**config.mk**
```make
export PLATFORM = sky130hd
export DESIGN_NAME = i2c_target
export DESIGN_NICKNAME = d
export VERILOG_FILES = /design/src/rtl/i2c_target.sv
export SDC_FILE = /design/constraint.sdc
export NUM_CORES = 1
export LEC_CHECK = 0
export BUFFER_PORTS_ARGS = -buffer_cell sky130_fd_sc_hd__buf_4
export CAP_MARGIN = 25
export CORE_UTILIZATION = 45
export CTS_CLUSTER_DIAMETER = 150
export CTS_CLUSTER_SIZE = 40
export DETAILED_ROUTE_END_ITERATION = 10
export PLACE_DENSITY = 0.72
export SLEW_MARGIN = 5
export SYNTH_ARGS = -nofsm -noshare
export SYNTH_HDL_FRONTEND = slang
export SYNTH_SLANG_ARGS = --single-unit
```
**constraint.sdc**
```tcl
create_clock -name clock -period 5.45 [get_ports clock]
set_input_delay 0.8175 -clock clock [delete_from_list [all_inputs] [get_ports clock]]
set_output_delay 0.8175 -clock clock [all_outputs]
set_load 0.02 [all_outputs]
```
**src/rtl/i2c_target.sv**
```systemverilog
// I2C target endpoint: address match, register-pointer write and word read via a register-file port.
// Optional: define I2C_TARGET_AUTO_INCREMENT_EN to advance register_address after each burst word.
module i2c_target #(
  parameter logic [6:0] DEVICE_ADDRESS           = 7'h11,
  parameter int         NUMBER_OF_REGISTER_BYTES = 1,
  parameter int         NUMBER_OF_DATA_BYTES     = 1
) (
  input  logic                                  clock,
  input  logic                                  reset,
  input  logic                                  scl_in,
  input  logic                                  sda_in,
  output logic                                  sda_oe,
  output logic [8*NUMBER_OF_REGISTER_BYTES-1:0] register_address,
  output logic [8*NUMBER_OF_DATA_BYTES-1:0]     write_data,
  output logic                                  write_valid,
  output logic                                  read_request,
  input  logic [8*NUMBER_OF_DATA_BYTES-1:0]     read_data,
  output logic                                  busy
);
  localparam int RW = 8 * NUMBER_OF_REGISTER_BYTES;
  localparam int DW = 8 * NUMBER_OF_DATA_BYTES;
  localparam logic [1:0] REG_LAST  = 2'(NUMBER_OF_REGISTER_BYTES - 1);
  localparam logic [1:0] DATA_LAST = 2'(NUMBER_OF_DATA_BYTES - 1);

  typedef enum logic [3:0] {
    IDLE, ADDRESS, ADDRESS_ACK, REGISTER, REGISTER_ACK, WRITE_DATA,
    WRITE_ACK, READ_LOAD, READ_DATA, READ_ACK, IGNORE
  } state_t;

  function automatic logic [RW-1:0] ptr_advance(input logic [RW-1:0] ptr);
`ifdef I2C_TARGET_AUTO_INCREMENT_EN
    return ptr + RW'(1);
`else
    return ptr;
`endif
  endfunction

  state_t          state_q, state_d;
  logic [2:0]      bit_cnt_q, bit_cnt_d;
  logic [1:0]      byte_cnt_q, byte_cnt_d;
  logic [1:0]      load_cnt_q, load_cnt_d;
  logic [6:0]      addr_q, addr_d;
  logic            rnw_q, rnw_d;
  logic [RW-1:0]   reg_shift_q, reg_shift_d;
  logic [DW-1:0]   data_shift_q, data_shift_d;
  logic            sda_oe_q, sda_oe_d;
  logic            busy_q, busy_d;
  logic            write_valid_q, write_valid_d;
  logic            read_request_q, read_request_d;
  logic [RW-1:0]   register_address_q, register_address_d;
  logic [DW-1:0]   write_data_q, write_data_d;

  // Stage p0/p1: two-flop synchronizer; stage p2: previous value for edge detection
  logic scl_p0, scl_p1, scl_p2;
  logic sda_p0, sda_p1, sda_p2;
  always_ff @(posedge clock) begin
    scl_p0 <= scl_in;
    scl_p1 <= scl_p0;
    scl_p2 <= scl_p1;
    sda_p0 <= sda_in;
    sda_p1 <= sda_p0;
    sda_p2 <= sda_p1;
  end

  logic sda_s, scl_rise, scl_fall, start_det, stop_det;
  assign sda_s     = sda_p1;
  assign scl_rise  = scl_p1 & ~scl_p2;
  assign scl_fall  = ~scl_p1 & scl_p2;
  assign start_det = scl_p1 & scl_p2 & sda_p2 & ~sda_p1;
  assign stop_det  = scl_p1 & scl_p2 & ~sda_p2 & sda_p1;

  always_comb begin
    state_d            = state_q;
    bit_cnt_d          = bit_cnt_q;
    byte_cnt_d         = byte_cnt_q;
    load_cnt_d         = load_cnt_q;
    addr_d             = addr_q;
    rnw_d              = rnw_q;
    reg_shift_d        = reg_shift_q;
    data_shift_d       = data_shift_q;
    sda_oe_d           = sda_oe_q;
    busy_d             = busy_q;
    write_valid_d      = 1'b0;
    read_request_d     = 1'b0;
    write_data_d       = write_data_q;
    register_address_d = write_valid_q ? ptr_advance(register_address_q) : register_address_q;

    if (start_det) begin
      state_d   = ADDRESS;
      bit_cnt_d = '0;
      sda_oe_d  = 1'b0;
    end else if (stop_det) begin
      state_d  = IDLE;
      sda_oe_d = 1'b0;
      busy_d   = 1'b0;
    end else begin
      case (state_q)
        ADDRESS: if (scl_rise) begin
          addr_d    = {addr_q[5:0], sda_s};
          bit_cnt_d = bit_cnt_q + 3'd1;
          if (bit_cnt_q == 3'd7) begin
            rnw_d = sda_s;
            if (addr_q == DEVICE_ADDRESS) begin
              state_d = ADDRESS_ACK;
              busy_d  = 1'b1;
            end else begin
              state_d = IGNORE;
              busy_d  = 1'b0;
            end
          end
        end
        // ACK states: first SCL fall pulls SDA low, the next one releases it and moves on
        ADDRESS_ACK: if (scl_fall) begin
          sda_oe_d = ~sda_oe_q;
          if (sda_oe_q) begin
            bit_cnt_d  = '0;
            byte_cnt_d = '0;
            if (rnw_q) begin
              state_d        = READ_LOAD;
              read_request_d = 1'b1;
              load_cnt_d     = '0;
            end else begin
              state_d = REGISTER;
            end
          end
        end
        REGISTER: if (scl_rise) begin
          reg_shift_d = {reg_shift_q[RW-2:0], sda_s};
          bit_cnt_d   = bit_cnt_q + 3'd1;
          if (bit_cnt_q == 3'd7) state_d = REGISTER_ACK;
        end
        REGISTER_ACK: if (scl_fall) begin
          sda_oe_d = ~sda_oe_q;
          if (sda_oe_q) begin
            if (byte_cnt_q == REG_LAST) begin
              register_address_d = reg_shift_q;
              byte_cnt_d         = '0;
              state_d            = WRITE_DATA;
            end else begin
              byte_cnt_d = byte_cnt_q + 2'd1;
              state_d    = REGISTER;
            end
          end
        end
        WRITE_DATA: if (scl_rise) begin
          data_shift_d = {data_shift_q[DW-2:0], sda_s};
          bit_cnt_d    = bit_cnt_q + 3'd1;
          if (bit_cnt_q == 3'd7) state_d = WRITE_ACK;
        end
        WRITE_ACK: begin
          if (scl_rise && byte_cnt_q == DATA_LAST) begin
            write_valid_d = 1'b1;
            write_data_d  = data_shift_q;
          end
          if (scl_fall) begin
            sda_oe_d = ~sda_oe_q;
            if (sda_oe_q) begin
              byte_cnt_d = (byte_cnt_q == DATA_LAST) ? 2'd0 : byte_cnt_q + 2'd1;
              state_d    = WRITE_DATA;
            end
          end
        end
        // read_data is valid two cycles after the read_request strobe
        READ_LOAD: begin
          load_cnt_d = load_cnt_q + 2'd1;
          if (load_cnt_q == 2'd2) begin
            data_shift_d = read_data;
            sda_oe_d     = ~read_data[DW-1];
            bit_cnt_d    = '0;
            byte_cnt_d   = '0;
            state_d      = READ_DATA;
          end
        end
        READ_DATA: if (scl_fall) begin
          data_shift_d = {data_shift_q[DW-2:0], 1'b0};
          bit_cnt_d    = bit_cnt_q + 3'd1;
          if (bit_cnt_q == 3'd7) begin
            sda_oe_d = 1'b0;
            state_d  = READ_ACK;
          end else begin
            sda_oe_d = ~data_shift_q[DW-2];
          end
        end
        READ_ACK: begin
          if (scl_rise && sda_s) begin
            state_d = IGNORE;
            busy_d  = 1'b0;
          end else if (scl_fall) begin
            if (byte_cnt_q == DATA_LAST) begin
              register_address_d = ptr_advance(register_address_q);
              read_request_d     = 1'b1;
              load_cnt_d         = '0;
              state_d            = READ_LOAD;
            end else begin
              byte_cnt_d = byte_cnt_q + 2'd1;
              sda_oe_d   = ~data_shift_q[DW-1];
              state_d    = READ_DATA;
            end
          end
        end
        default: ;
      endcase
    end
  end

  always_ff @(posedge clock) begin
    if (reset) begin
      state_q            <= IDLE;
      bit_cnt_q          <= '0;
      byte_cnt_q         <= '0;
      load_cnt_q         <= '0;
      sda_oe_q           <= 1'b0;
      busy_q             <= 1'b0;
      write_valid_q      <= 1'b0;
      read_request_q     <= 1'b0;
      register_address_q <= '0;
      write_data_q       <= '0;
    end else begin
      state_q            <= state_d;
      bit_cnt_q          <= bit_cnt_d;
      byte_cnt_q         <= byte_cnt_d;
      load_cnt_q         <= load_cnt_d;
      sda_oe_q           <= sda_oe_d;
      busy_q             <= busy_d;
      write_valid_q      <= write_valid_d;
      read_request_q     <= read_request_d;
      register_address_q <= register_address_d;
      write_data_q       <= write_data_d;
    end
  end

  always_ff @(posedge clock) begin
    addr_q       <= addr_d;
    rnw_q        <= rnw_d;
    reg_shift_q  <= reg_shift_d;
    data_shift_q <= data_shift_d;
  end

  assign sda_oe           = sda_oe_q;
  assign busy             = busy_q;
  assign write_valid      = write_valid_q;
  assign read_request     = read_request_q;
  assign register_address = register_address_q;
  assign write_data       = write_data_q;

endmodule

```
==> metrics.md, run 1 <==
| Metric | Value |
|---|---|
| CTS tree | `built` |
| Status | `finished, final reports clean` |
| Hold Buf Count CTS | `0` |
| Drt pass-1 iters | `5` |
| #FFs+latches synth | `61` |
| CTS resizes | `0` |
| Sequential area share after synthesis | `0.525` |
| Synth Flop Type | `dfxtp_1` |
| Setup WS pre-CTS | `2.80 ns` |
| Gr ovfl total | `0` |
| Worst slew pin tran | `0.757 ns` |
| Fin crit share | `0.491` |
| Initial antenna violation count | `0` |
| Core Region | `0.00596 sq mm` |
| Clock network fraction of design power | `0.305` |
| Synth area leader | `dfxtp_1` |
| GPL Wtd Cong | `0.907` |
| Clk_lat worst skew | `0.34 ns` |
| Worst endpoint data arrival time | `2.95 ns` |
| DR vias/cell | `5.63` |
| Slack of the critical path | `2.77 ns` |
| Int Pwr | `850 uW` |
| Req. time, crit path | `5.72 ns` |
| Synth Instances | `268` |
| Post-route antenna net violation count | `0` |
| Max FO, Critical Path | `22` |
| EDFF count, synth | `24` |
| Max-slew violation count | `0` |
| Setup CP Type | `flop to flop` |
| LEAKAGE | `1.31 nW` |
| WL/cell | `15.1 um` |
| Clock skew | `0.00753 ns` |
| IO Port Bufs | `31` |
| Die area | `0.00650 sq mm` |
| ANT cells | `0` |
| Crit. End Element | `flop` |
| Reg-to-reg setup timing slack | `2.77 ns` |
| DRC | `0` |
| Post-Syn Area | `0.00278 sq mm` |
| Endpoints failing setup | `0` |
| Post-synth top cells | `37 x dfxtp_1, 34 x nor2_1, 24 x edfxtp_1, 20 x mux2i_1, 17 x nand2_1` |
| Final min period | `2.68 ns` |
| Switching Power | `402 uW` |
| Row cnt | `28` |
| NumNets Final | `315` |
| Routed wire length | `5720 um` |
| Setup_tns | `0 ns` |
| 1st-iter DRT viols | `242` |
| Layout cells sized above 1 | `0.208` |
| First-pass GRT wire length | `9490 um` |
| Area growth, synth to finish | `16.7%` |
| Clk slew on worst S/H paths | `0.07 ns` |
| Cell Pwr Density | `386 mW/mm^2` |
| Number of buffers created by CTS | `9` |
| CTS root buf | `clkbuf_8` |
| Largest net degree at the start of global routing | `25` |
| HP Class | `flop to flop` |
| Syn Area/Cell | `10.4 sq um` |
| Worst setup SP type | `flop` |
| Synth async-reset ratio | `0` |
| H-tree depth | `3` |
| Postcts setup bufs | `0` |
| Syn_nets | `285` |
| Most frequent cell after synthesis | `dfxtp_1` |
| Fmax achieved | `374 MHz` |
| Synth area leaders | `dfxtp_1 27%, edfxtp_1 26%, mux2i_1 7.2%` |
| Via count | `2128` |
| Number of I/O pins | `32` |
| Clock Path Buffers | `2` |
| Die Width | `80.6 um` |
| Hold Vio Cnt, Final | `0` |
| Max_slew headroom | `0.495` |
| Net Sw Frac | `0.321` |
| Die Y | `80.6 um` |
| Peak VDD IR | `0.267 mV` |
| Synth warn | `0` |
| Gate power share | `0.239` |
| Dpl hpwl | `3820 um` |
| Total Routing Usage GR | `0.198` |
| Sequential power share | `0.455` |
| Synth cell types | `53` |
| RSZ-0062 raised after global routing | `no` |
| Sinks on Clock Net | `61` |
| Vias in the first global route | `1908` |
| Initial Util | `0.467` |
| Max_cap viols | `0` |
| Synth top area share | `0.266` |
==> cells in the final DEF, fill, tap and decap left out, types with 2 or more instances in the layout <==
cell	count
edfxtp_1	24
nand2_1	17
nor2_1	34
clkinv_2	2
o21ai_0	9
mux2_2	7
buf_2	2
dfxtp_1	37
a32oi_1	2
and2_1	2
a31oi_1	3
nand3_1	4
nand3b_1	3
mux2i_1	20
clkbuf_8	9
ha_1	5
nor4b_1	3
nand4_1	2
nand2b_1	9
a211oi_1	3
buf_4	31
nor2b_1	3
o211ai_1	2
o31ai_1	2
clkinvlp_4	3
nor3_1	6
a21oi_1	16
o22ai_1	4
inv_1	9
a2bb2oi_1	2
nor3b_1	2
==> metrics by stage <==
stage | area (sq um) | utilization | instances | hold slack, ns | power [mW]
floorplan | 2780 | - | 268 | 0.310 | 0.805
finish | 3250 | 0.545 | 378 | 0.333 | 1.25
detailed placement | 3050 | 0.512 | 361 | 0.312 | 0.871
CTS | 3240 | 0.544 | 377 | 0.332 | 1.26
global route | 3250 | 0.545 | 378 | 0.348 | 1.32
global placement | 3050 | 0.511 | 360 | 0.310 | 0.869
==> path summary, 6_finish.rpt <==
path | startpoint | to | cells after the start
max | state_q[0] | busy | 6
min | scl_p0 | scl_p1 | 0
max reg2reg | state_q[0] | busy | 6
min reg2reg | scl_p0 | scl_p1 | 0
==> cells by family (layout without fill, tap and decap cells) <==
group | after synthesis | in the layout | share of synthesized area
muxes | 27 | 27 | 0.100
buffers and inverters | 23 | 58 | 0.0346
xor gates and xnor gates | 1 | 1 | 0.00315
DFF | 61 | 61 | 0.525
and+or+nand+nor | 97 | 97 | 0.183
adders and majority gates | 5 | 5 | 0.0225
AOI/OAI and AO/OA | 54 | 54 | 0.131
==> power by group through the flow <==
| stage | Clock (mW) | Sequential [mW] | Combinational (mW) |
|---|---|---|---|
| final | 0.382 | 0.570 | 0.299 |
| after global routing | 0.415 | 0.578 | 0.328 |
| after CTS | 0.392 | 0.568 | 0.297 |
| after detailed placement | 0 | 0.577 | 0.295 |
| after global placement | 0 | 0.577 | 0.292 |
| after floorplan | 0 | 0.535 | 0.270 |
==> state kept, by name, summed over array words and instances (netlist names) <==
register          cells
data_shift_q          8
sda_oe                1
write_valid           1
reg_shift_q           8
read_request          1
scl_p1                1
scl_p0                1
rnw_q                 1
byte_cnt_q            2
sda_p1                1
busy                  1
sda_p2                1
addr_q                7
scl_p2                1
sda_p0                1
write_data            8
register_address      8
state_q               4
load_cnt_q            2
bit_cnt_q             3
==> area by class of cell <==
type,count,area [sq um]
repair buffers,33,243
fillers,532,2710
clock buffers,9,124
flip-flops and latches,61,1460
multi-input cells,184,1220
inverters,9,33.8
clock inverters,7,66.3
well taps,75,93.8
==> worst max-delay path, stage by stage (launching register included) <==
cell and delay (ns):
dfxtp_1 0.81, nand2b_1 0.28, nor3_2 0.57, and2_1 0.25, a31oi_1 0.07, or4_1 0.49, a21oi_1 0.14
==> routing by layer <==
metal | up-vias | wire, um | global-route usage
met5 | - | 0 | 0
met4 | 0 | 115 | 0.0839
met3 | 14 | 374 | 0.0693
met2 | 81 | 2530 | 0.279
met1 | 1000 | 2700 | 0.272
li1 | 1033 | - | -
(Power assumes the default switching activity.)
==> run 2, diff against run 1 <==
PLACE_DENSITY = 0.75   (was 0.72)
clock period = 2.45 ns   (was 5.45 ns; I/O delays follow)
==> run 2 against run 1 <==
Flip-flop and latch count unchanged. Critical path depth unchanged. Maximum frequency increased by 27%.
==> metrics.md, run 2 (synthesized netlist as in run 1, its figures left out) <==
| Metric | Value |
|---|---|
| Total Routing Usage GR | `0.204 (+0.00577)` |
| Hold path cells | `1 (+1)` |
| Switching Power | `893 uW (+120%)` |
| CTS resizes | `0 (unchanged)` |
| GPL Wtd Cong | `0.899 (-0.86%)` |
| Die area | `0.00650 sq mm (unchanged)` |
| IO Port Bufs | `31 (unchanged)` |
| Hold Vio Cnt, Final | `0 (unchanged)` |
| Worst-path cell chain | `or3b_1 -> nor2_2 -> a21oi_1 -> o2111ai_2 -> a211oi_1 -> a41o_1` |
| LEAKAGE | `1.40 nW (+6.3%)` |
| Gr ovfl total | `0 (unchanged)` |
| Dpl hpwl | `4200 um (+10%)` |
| CTS tree | `built` |
| Cell Pwr Density | `893 mW/mm^2 (+130%)` |
| Family with the most delay on the worst path | `compound AO/OA/AOI/OAI gates` |
| Clk slew on worst S/H paths | `0.06 ns (about the same)` |
| Post-route antenna net violation count | `0 (unchanged)` |
| Max-slew violation count | `0 (unchanged)` |
| Worst slew pin tran | `0.534 ns (-0.223 ns)` |
| Int Pwr | `2.12 mW (+150%)` |
| DRC | `0 (unchanged)` |
| H-tree depth | `3 (unchanged)` |
| Vias in the first global route | `2085 (+9.3%)` |
| Sequential power share | `0.405 (-0.050)` |
| Die Y | `80.6 um (unchanged)` |
| Endpoints failing setup | `0 (unchanged)` |
| Worst-case reg-to-reg path depth | `6 (unchanged)` |
| Core Region | `0.00596 sq mm (unchanged)` |
| Clock network fraction of design power | `0.342 (+0.037)` |
| 1st-iter DRT viols | `215 (-11%)` |
| WP buf/inv | `0 (unchanged)` |
| Area after DPL | `0.00314 sq mm (+3.0%)` |
| Sinks on Clock Net | `61 (unchanged)` |
| Routed wire length | `6000 um (+4.9%)` |
| Worst setup SP type | `flop` |
| Area growth, synth to finish | `21.4%` |
| Gate power share | `0.253 (+0.014)` |
| Fin crit share | `0.858 (+0.367)` |
| Final cell count without fillers | `388 (+2.6%)` |
| Die Width | `80.6 um (unchanged)` |
| Fin area | `0.00338 sq mm (+4.0%)` |
| Crit. End Element | `flop` |
| First-pass GRT wire length | `9720 um (+2.4%)` |
| Row cnt | `28 (unchanged)` |
| Layout cells sized above 1 | `0.236 (+0.0285)` |
| Largest net degree at the start of global routing | `25 (unchanged)` |
| WL/cell | `15.5 um (+2.2%)` |
| DR vias/cell | `5.77 (+2.5%)` |
| Via count | `2239 (+5.2%)` |
| Setup_tns | `0 ns (unchanged)` |
| Net Sw Frac | `0.296 (-0.0246)` |
| Max_slew headroom | `0.643 (+0.148)` |
| Peak VDD IR | `0.534 mV (+100%)` |
| Number of I/O pins | `32 (unchanged)` |
| Reg-to-reg setup timing slack | `0.35 ns (-2.43 ns)` |
| Multi-input gate area | `0.00122 sq mm (unchanged)` |
| CP peak stage delay | `0.53 ns (-0.28 ns)` |
| RSZ-0062 raised after global routing | `no` |
| Max FO, Critical Path | `9 (-59%)` |
| HP Class | `primary input to flop` |
| Hold Buf Count CTS | `0 (unchanged)` |
| Most common cell after layout, fill and taps aside | `buf_4` |
| CTS root buf | `clkbuf_8` |
| ANT cells | `0 (unchanged)` |
| Status | `finished, final reports clean` |
| Filler instances | `536 (+0.75%)` |
| Number of buffers created by CTS | `9 (unchanged)` |
| Initial antenna violation count | `0 (unchanged)` |
| Drt pass-1 iters | `5 (unchanged)` |
| Critical Path Stages | `6 (unchanged)` |
| Most frequent cells in the layout | `44 x buf_4, 37 x dfxtp_1, 34 x nor2_1, 24 x edfxtp_1, 20 x mux2i_1` |
| Initial Util | `0.467 (unchanged)` |
| Final min period | `2.10 ns (-0.574 ns)` |
| Postcts setup bufs | `0 (unchanged)` |
| Fmax achieved | `475 MHz (+27%)` |
| Worst endpoint data arrival time | `2.34 ns (-0.61 ns)` |
| Reg area | `0.00146 sq mm (unchanged)` |
| NumNets Final | `326 (+3.5%)` |
| Clock Path Buffers | `2 (unchanged)` |
| Clk_lat worst skew | `0.34 ns (about the same)` |
| Crit-path slowest cell | `dfxtp_1` |
| Req. time, crit path | `2.69 ns (-3.03 ns)` |
| Clock skew | `0.00763 ns (+0.000108 ns)` |
| Max_cap viols | `0 (unchanged)` |
| Post-Place Cells | `373 (+3.3%)` |
| Setup CP Type | `flop to flop` |
[run 2: changes by cell type in the layout (fill, tap and decap cells not counted)]
cell and delta:
buf_2 -2, clkinvlp_4 -2, buf_4 +13, bufinv_16 +1
clkinv_2 -2, clkbuf_8 +3, clkinv_1 -1
[run 2: area by class of cell]
class / count / share of cell area
Tap cell: 75 / 0.0278
Clock buffer: 12 / 0.0489
Timing Repair Buffer: 44 / 0.0979
Clock inverter: 3 / 0.0200
Inverter: 9 / 0.0100
Sequential cell: 61 / 0.433
Multi-Input combinational cell: 184 / 0.362
[run 2: stage by stage]
| step | power, mW | setup WS (ns) | hold WS [ns] | utilization |
|---|---|---|---|---|
| after floorplan | 1.79 | 0.343 | 0.310 | - |
| after global placement | 1.98 | 0.357 | 0.311 | 0.528 |
| after detailed placement | 1.99 | 0.401 | 0.315 | 0.528 |
| after CTS | 3.02 | 0.373 | 0.121 | 0.567 |
| after global routing | 3.15 | 0.209 | 0.115 | 0.567 |
| final | 3.01 | 0.347 | 0.133 | 0.567 |
[run 2: final timing paths]
path	from	endpoint
setup / recovery	state_q[3]	state_q[0]
hold / removal	sda_in	sda_p0
setup reg to reg	state_q[3]	state_q[0]
hold reg to reg	sda_p0	sda_p1
[run 2: metal layers]
layer / vias up / GRT usage / share of wire
met5: - / 0 / 0
li1: 1063 / - / -
met4: 0 / 0.123 / 0.025
met3: 23 / 0.0614 / 0.082
met1: 1042 / 0.261 / 0.45
met2: 111 / 0.300 / 0.45
[run 2: power groups by stage]
stage / clock network, mW / registers, mW / logic, mW
final: 1.03 / 1.22 / 0.762
after global routing: 1.08 / 1.23 / 0.836
after CTS: 1.05 / 1.22 / 0.753
after detailed placement: 0 / 1.24 / 0.749
after global placement: 0 / 1.24 / 0.749
after floorplan: 0 / 1.19 / 0.601
